<file path="config.mk">
export PLATFORM = sky130hd
export DESIGN_NAME = switch_debounce
export DESIGN_NICKNAME = d
export VERILOG_FILES = /design/src/rtl/switch_debounce.sv
export SDC_FILE = /design/constraint.sdc
export NUM_CORES = 1
export LEC_CHECK = 0
export CAP_MARGIN = 20
export CORE_MARGIN = 1
export CORE_UTILIZATION = 32
export CTS_BUF_LIST = sky130_fd_sc_hd__clkbuf_16
export DETAILED_ROUTE_END_ITERATION = 12
export PLACE_DENSITY = 0.52
export REMOVE_ABC_BUFFERS = 1
export SLEW_MARGIN = 0
export SYNTH_ARGS = -nofsm -noshare
export SYNTH_HDL_FRONTEND = slang
export SYNTH_SLANG_ARGS = --single-unit
export TNS_END_PERCENT = 1
</file>
<file path="constraint.sdc">
create_clock -name i_clk -period 7.45 [get_ports i_clk]
set_clock_uncertainty 0.15 [all_clocks]
set_input_delay 1.49 -clock i_clk [delete_from_list [all_inputs] [get_ports i_clk]]
set_output_delay 1.49 -clock i_clk [all_outputs]
set_load 0.01 [all_outputs]
</file>
<file path="src/rtl/switch_debounce.sv">
// Two-channel switch debouncer feeding a 2-bit demux select, with registered
// press/release pulses, a selection-change pulse and an 8-bit change counter.
module switch_debounce #(
  parameter int unsigned DEBOUNCE_LIMIT = 250000
) (
  input  logic       i_clk,
  input  logic       i_rst,
  input  logic       i_switch_1,
  input  logic       i_switch_2,
  output logic       o_switch_1,
  output logic       o_switch_2,
  output logic       o_press_1,
  output logic       o_press_2,
  output logic       o_release_1,
  output logic       o_release_2,
  output logic       o_sel_change,
  output logic [7:0] o_change_count
);

  localparam int unsigned CNT_W = (DEBOUNCE_LIMIT > 2) ? $clog2(DEBOUNCE_LIMIT) : 1;
  localparam int unsigned NCH   = 2;
  localparam logic [CNT_W-1:0] CNT_MAX = CNT_W'(DEBOUNCE_LIMIT - 1);

  logic [NCH-1:0]            raw_c;
  logic [NCH-1:0]            meta_q, meta_d;
  logic [NCH-1:0]            sync_q, sync_d;
  logic [NCH-1:0]            deb_q, deb_d;
  logic [NCH-1:0][CNT_W-1:0] cnt_q, cnt_d;
  logic [NCH-1:0]            accept_c;
  logic [NCH-1:0]            press_q, press_d;
  logic [NCH-1:0]            release_q, release_d;
  logic                      sel_change_q, sel_change_d;
  logic [7:0]                change_count_q, change_count_d;

  assign raw_c = {i_switch_2, i_switch_1};

  // Per-channel debounce: any return to the accepted level clears the count.
  always_comb begin
    meta_d   = raw_c;
    sync_d   = meta_q;
    deb_d    = deb_q;
    cnt_d    = '0;
    accept_c = '0;
    for (int i = 0; i < NCH; i++) begin
      if (sync_q[i] != deb_q[i]) begin
        if (cnt_q[i] == CNT_MAX) begin
          accept_c[i] = 1'b1;
          deb_d[i]    = sync_q[i];
        end else begin
          cnt_d[i] = cnt_q[i] + CNT_W'(1);
        end
      end
    end
    press_d        = accept_c & sync_q;
    release_d      = accept_c & ~sync_q;
    sel_change_d   = |accept_c;
    change_count_d = change_count_q + 8'(sel_change_d);
  end

  // Pulses and count load on the same edge as the debounced level.
  always_ff @(posedge i_clk or posedge i_rst) begin
    if (i_rst) begin
      meta_q         <= '0;
      sync_q         <= '0;
      deb_q          <= '0;
      cnt_q          <= '0;
      press_q        <= '0;
      release_q      <= '0;
      sel_change_q   <= 1'b0;
      change_count_q <= '0;
    end else begin
      meta_q         <= meta_d;
      sync_q         <= sync_d;
      deb_q          <= deb_d;
      cnt_q          <= cnt_d;
      press_q        <= press_d;
      release_q      <= release_d;
      sel_change_q   <= sel_change_d;
      change_count_q <= change_count_d;
    end
  end

  assign o_switch_1     = deb_q[0];
  assign o_switch_2     = deb_q[1];
  assign o_press_1      = press_q[0];
  assign o_press_2      = press_q[1];
  assign o_release_1    = release_q[0];
  assign o_release_2    = release_q[1];
  assign o_sel_change   = sel_change_q;
  assign o_change_count = change_count_q;

endmodule

</file>
; Word level (Yosys, flattened, before mapping)
; Cells that the tools add are included.
; Widths: inputs -> output; s select.
[totals]
regBits = 55
out_inout_bits = 15
[classes]
add_sub_neg = 3
mux = 8
bitwise = 3
reduce_logical = 3
eq_ne = 4
[op_table]
columns = operator, n
row1 = $mux 18, 4
row2 = $add 18x1->18 const B, 2
row3 = $eq 18x18->1 const B, 2
row4 = $add 8x1->8, 1
row5 = $and 2x2->2, 2
row6 = $mux 1, 4
row7 = $reduce_and 2->1, 2
row8 = $ne 1x1->1, 2
row9 = $not 2->2, 1
row10 = $reduce_or 2->1, 1

; Longest topological paths before layout
[depth]
ltp_word = 5
ltp_mapped = 10

; Worst setup path after synthesis
; No wires, ideal clock.
[synth_timing]
path_type = register to register
from = register cnt_q[18] in the netlist's numbering
to = register change_count_q[6] (netlist: o_change_count[6])
synth_period_minus_slack_ps = 2361
arrival_ps = 2132
path_stages_with_launch = 11
setup_time_ps = 79
required_time_ps = 7221
slack_ps = 5089
path_cell_list = dfrtp_1 -> ha_1 -> nand3_2 -> or4_1 -> nor2_1 -> a22o_1 -> ha_1 -> ha_1 -> nand3_1 -> nor2_1 -> xor2_1
[synth_via]
elab_chain_len = 5
[synth_rtl]
columns = element, line
row1 = start: declaration, 28  ; logic [NCH-1:0][CNT_W-1:0] cnt_q, cnt_d;
row2 = start signal: assignment, 75  ; cnt_q <= cnt_d;
row3 = $eq 18x18->1, 46  ; if (cnt_q[i] == CNT_MAX) begin
row4 = $mux 1, 46
row5 = $mux 1, 45  ; if (sync_q[i] != deb_q[i]) begin
row6 = $reduce_or 2->1, 56  ; sel_change_d = |accept_c;
row7 = net sel_change_d, 32  ; logic sel_change_q, sel_change_d;
row8 = $add 8x1->8, 57  ; change_count_d = change_count_q + 8'(sel_change_d);
row9 = net change_count_d[6], 33  ; logic [7:0] change_count_q, change_count_d;
row10 = end signal: assignment, 79  ; change_count_q <= change_count_d;
row11 = end: declaration, 33
; The timed path passes the listed nets, and every way through them passes these cells.
; A chain may end at the register's enable or synchronous reset.

; Final worst setup path
[layout_timing]
from = register change_count_q[4] (netlist: o_change_count[4])
to = output o_change_count[4]
[layout_lines]
columns = element, line
row1 = end: declaration, 17  ; output logic [7:0] o_change_count
; No word-level cell between the ends.

==> metrics.txt <==
CP top delay family=buffers and inverters; EDFF count, synth=0; max-cap viol count=0; IO Pins=19; nets=about 260; TritonCTS clock tree=yes; Initial DRC Count=74; Slew @ Worst Pin=699 ps; worst hold path type=reg2reg; pin count of the biggest net entering global routing=56; min cycle time layout=2920 ps; DP HPWL=between 2000 and 3000 µm; Ant. Diodes=0; arrival time worst endpoint=between 1000 and 1500 ps; Hold WS=201 ps; fmax=approximately 340 MHz; critical path class=reg2out; maximum fanout along the worst path=5; GRT overflow=0; Slew headroom=0.534; Hold Path Cell Cnt=0; RSZ-0062 raised after global routing=false; top cells by area, synth=dfrtp_1 55%, xnor2_1 9.5%, nor2_1 6.3%; Yosys reg bits=55; Num CTS Buffers=5; critical-path cell with the highest stage delay=clkdlybuf4s50_1; area leader, netlist=dfrtp_1; Tot Pwr=0.562 mW; vias in the first global route=1648; drt first pass iters=4; Clock Tree Buf Depth=2; Yosys top cell area share=0.551; area grow syn2layout=17.6%; outcome=finished, final reports clean; setup TNS=0 ps; Pleak=around 1.2 nW; FILL cells=712; max incr delay on CP=approximately 560 ps; YS warnings=0; CP startpoint kind=flop; fin crit share=0.391; worst path cell trace=clkdlybuf4s50_1; Via Count=around 1700; chip width=around 90 µm; initial antenna violation count=0; Mean Syn Cell Area=about 11 µm²; ys flop type=dfrtp_1; post-cts sizing count=0; mapped cell area=2500 µm²; pwr dens=191 nW/µm²; Clk Latency, worst-skew pair=about 290 ps; vias per cell=around 4.8; H-tree depth=2; WP data required=5810 ps; Critical Path Stages=1; Wirelength per Cell=12.2 µm; final WL=4320 µm; Cell variety after synth=36; sequential fraction of the synthesis area=0.551; Starting Density=0.337; root buffer cell=clkbuf_16; Reg clk slew, reported paths=70 ps; cells after synthesis=~230; final hold vios=0; max-slew violations=0; Core Rows=31; setup violators final=0; placer congestion estimate=0.733; Die Area=8160 µm²; worst-case reg-to-reg path depth=10; share of cells above drive strength 1=0.0669; Core Area=7410 µm²; post-route ant nets=0; clk sinks=55; Die H=90.3 µm; maximum VDD drop=0.0792 mV; PortBufs=18; Worst setup EP type=output port; Buf/Inv on CP=1; GRT Util Overall=0.117; Hold Buf Count CTS=0; ys async rst share=1.00; DR DRC count=0; postcts setup bufs=0; first-pass GRT wire length=7740 µm
[state kept, by name, summed over array words and instances (netlist names)]
| signal | cells |
|---|---|
| cnt_q | 36 |
| deb_q | 2 |
| meta_q | 2 |
| o_change_count | 8 |
| o_sel_change | 1 |
| press_q | 2 |
| release_q | 2 |
| sync_q | 2 |
[cell type report]
type,count,area (µm²),area share
repair buffers,19,188,0.0639
flip-flops and latches,55,1380,0.469
inverters,4,15.0,0.00511
clock buffers,5,125,0.0426
clock inverters,3,27.5,0.00937
multi-input cells,168,1080,0.368
well taps,99,124,0.0422
[worst register-to-register path, cell delays in order, from the launching register on]
cell and delay, ps:
dfrtp_1 410, ha_1 220, nand3_2 200, or4_1 490, nor2_1 150, a22o_1 170
ha_1 190, ha_1 190, nand3_1 120, nor2_1 150, xor2_1 140
[per-stage QoR]
step	worst slack [ps]	cell area [µm²]	utilization	std cells
final	4530	2940	0.396	353
after global routing	4480	2940	0.396	353
after CTS	4520	2940	0.396	353
after detailed placement	4750	2780	0.376	345
after global placement	4750	2780	0.376	345
after floorplan	4470	2470	-	227
[synth_stat cells (2+ instances only)]
cell type and instances:
a21oi_1 2, and3_1 3, and4_1 2, clkbuf_1 3, dfrtp_1 55, ha_1 4
inv_1 4, nand2_1 11, nand2b_1 2, nand3_1 8, nand4_1 16, nor2_1 42
nor3_1 6, nor3b_1 4, nor4_1 11, nor4b_1 2, o21ai_2 2, xnor2_1 27
xor2_1 11
[report_power, final]
| group | internal [mW] | leakage [nW] | switching, mW | total [mW] |
|---|---|---|---|---|
| registers | 0.302 | 0.754 | 0.00358 | 0.306 |
| clock network | 0.128 | 0.0723 | 0.112 | 0.241 |
| logic | 0.00482 | 0.338 | 0.0108 | 0.0156 |
| total | 0.435 | 1.16 | 0.127 | 0.562 |
[logic make-up (layout without fill, tap and decap cells)]
kind of cell / after synthesis / after routing / synth area share
and+or+nand+nor: 117 / 117 / 0.251
DFF: 55 / 55 / 0.551
xor gates and xnor gates: 38 / 38 / 0.133
buffers and inverters: 9 / 31 / 0.0155
AOI/OAI and AO/OA: 7 / 7 / 0.0201
adders and majority gates: 4 / 4 / 0.0201
muxes: 2 / 2 / 0.00902
[final timing paths]
kind	startpoint	endpoint	slack (ps)
hold reg to reg	meta_q[0]	sync_q[0]	200
max in group asynchronous	i_rst	cnt_q[14]	5160
setup / recovery	o_change_count[4]	o_change_count[4]	4530
hold / removal	meta_q[0]	sync_q[0]	200
setup reg to reg	cnt_q[18]	o_change_count[6]	4810
min in group asynchronous	i_rst	cnt_q[21]	1560
[cells in the final DEF (no fill, tap or decap), drive strengths merged]
master          n
nor2           42
nor2b           1
ha              4
nor4b           2
and3            3
nor3b           4
clkdlybuf4s50  18
nor3            6
xor2           11
nand2          11
or2             1
and2            1
dfrtp          55
or3             1
and3b           1
inv             6
or4             2
a21oi           2
a22o            1
clkbuf          5
nand3          10
and4            2
o21ai           3
nand2b          2
nor4           11
xnor2          27
or4b            1
mux2            2
o41ai           1
buf             1
nand4          16
clkinvlp        1
[layer usage]
layer	GRT usage	routed length, µm	vias to the layer above
li1	-	-	849
met1	0.165	2270	816
met2	0.175	1860	24
met3	0.0261	120	7
met4	0.0484	69	0
met5	0	0	-
Power figures use the tool's default switching activity.
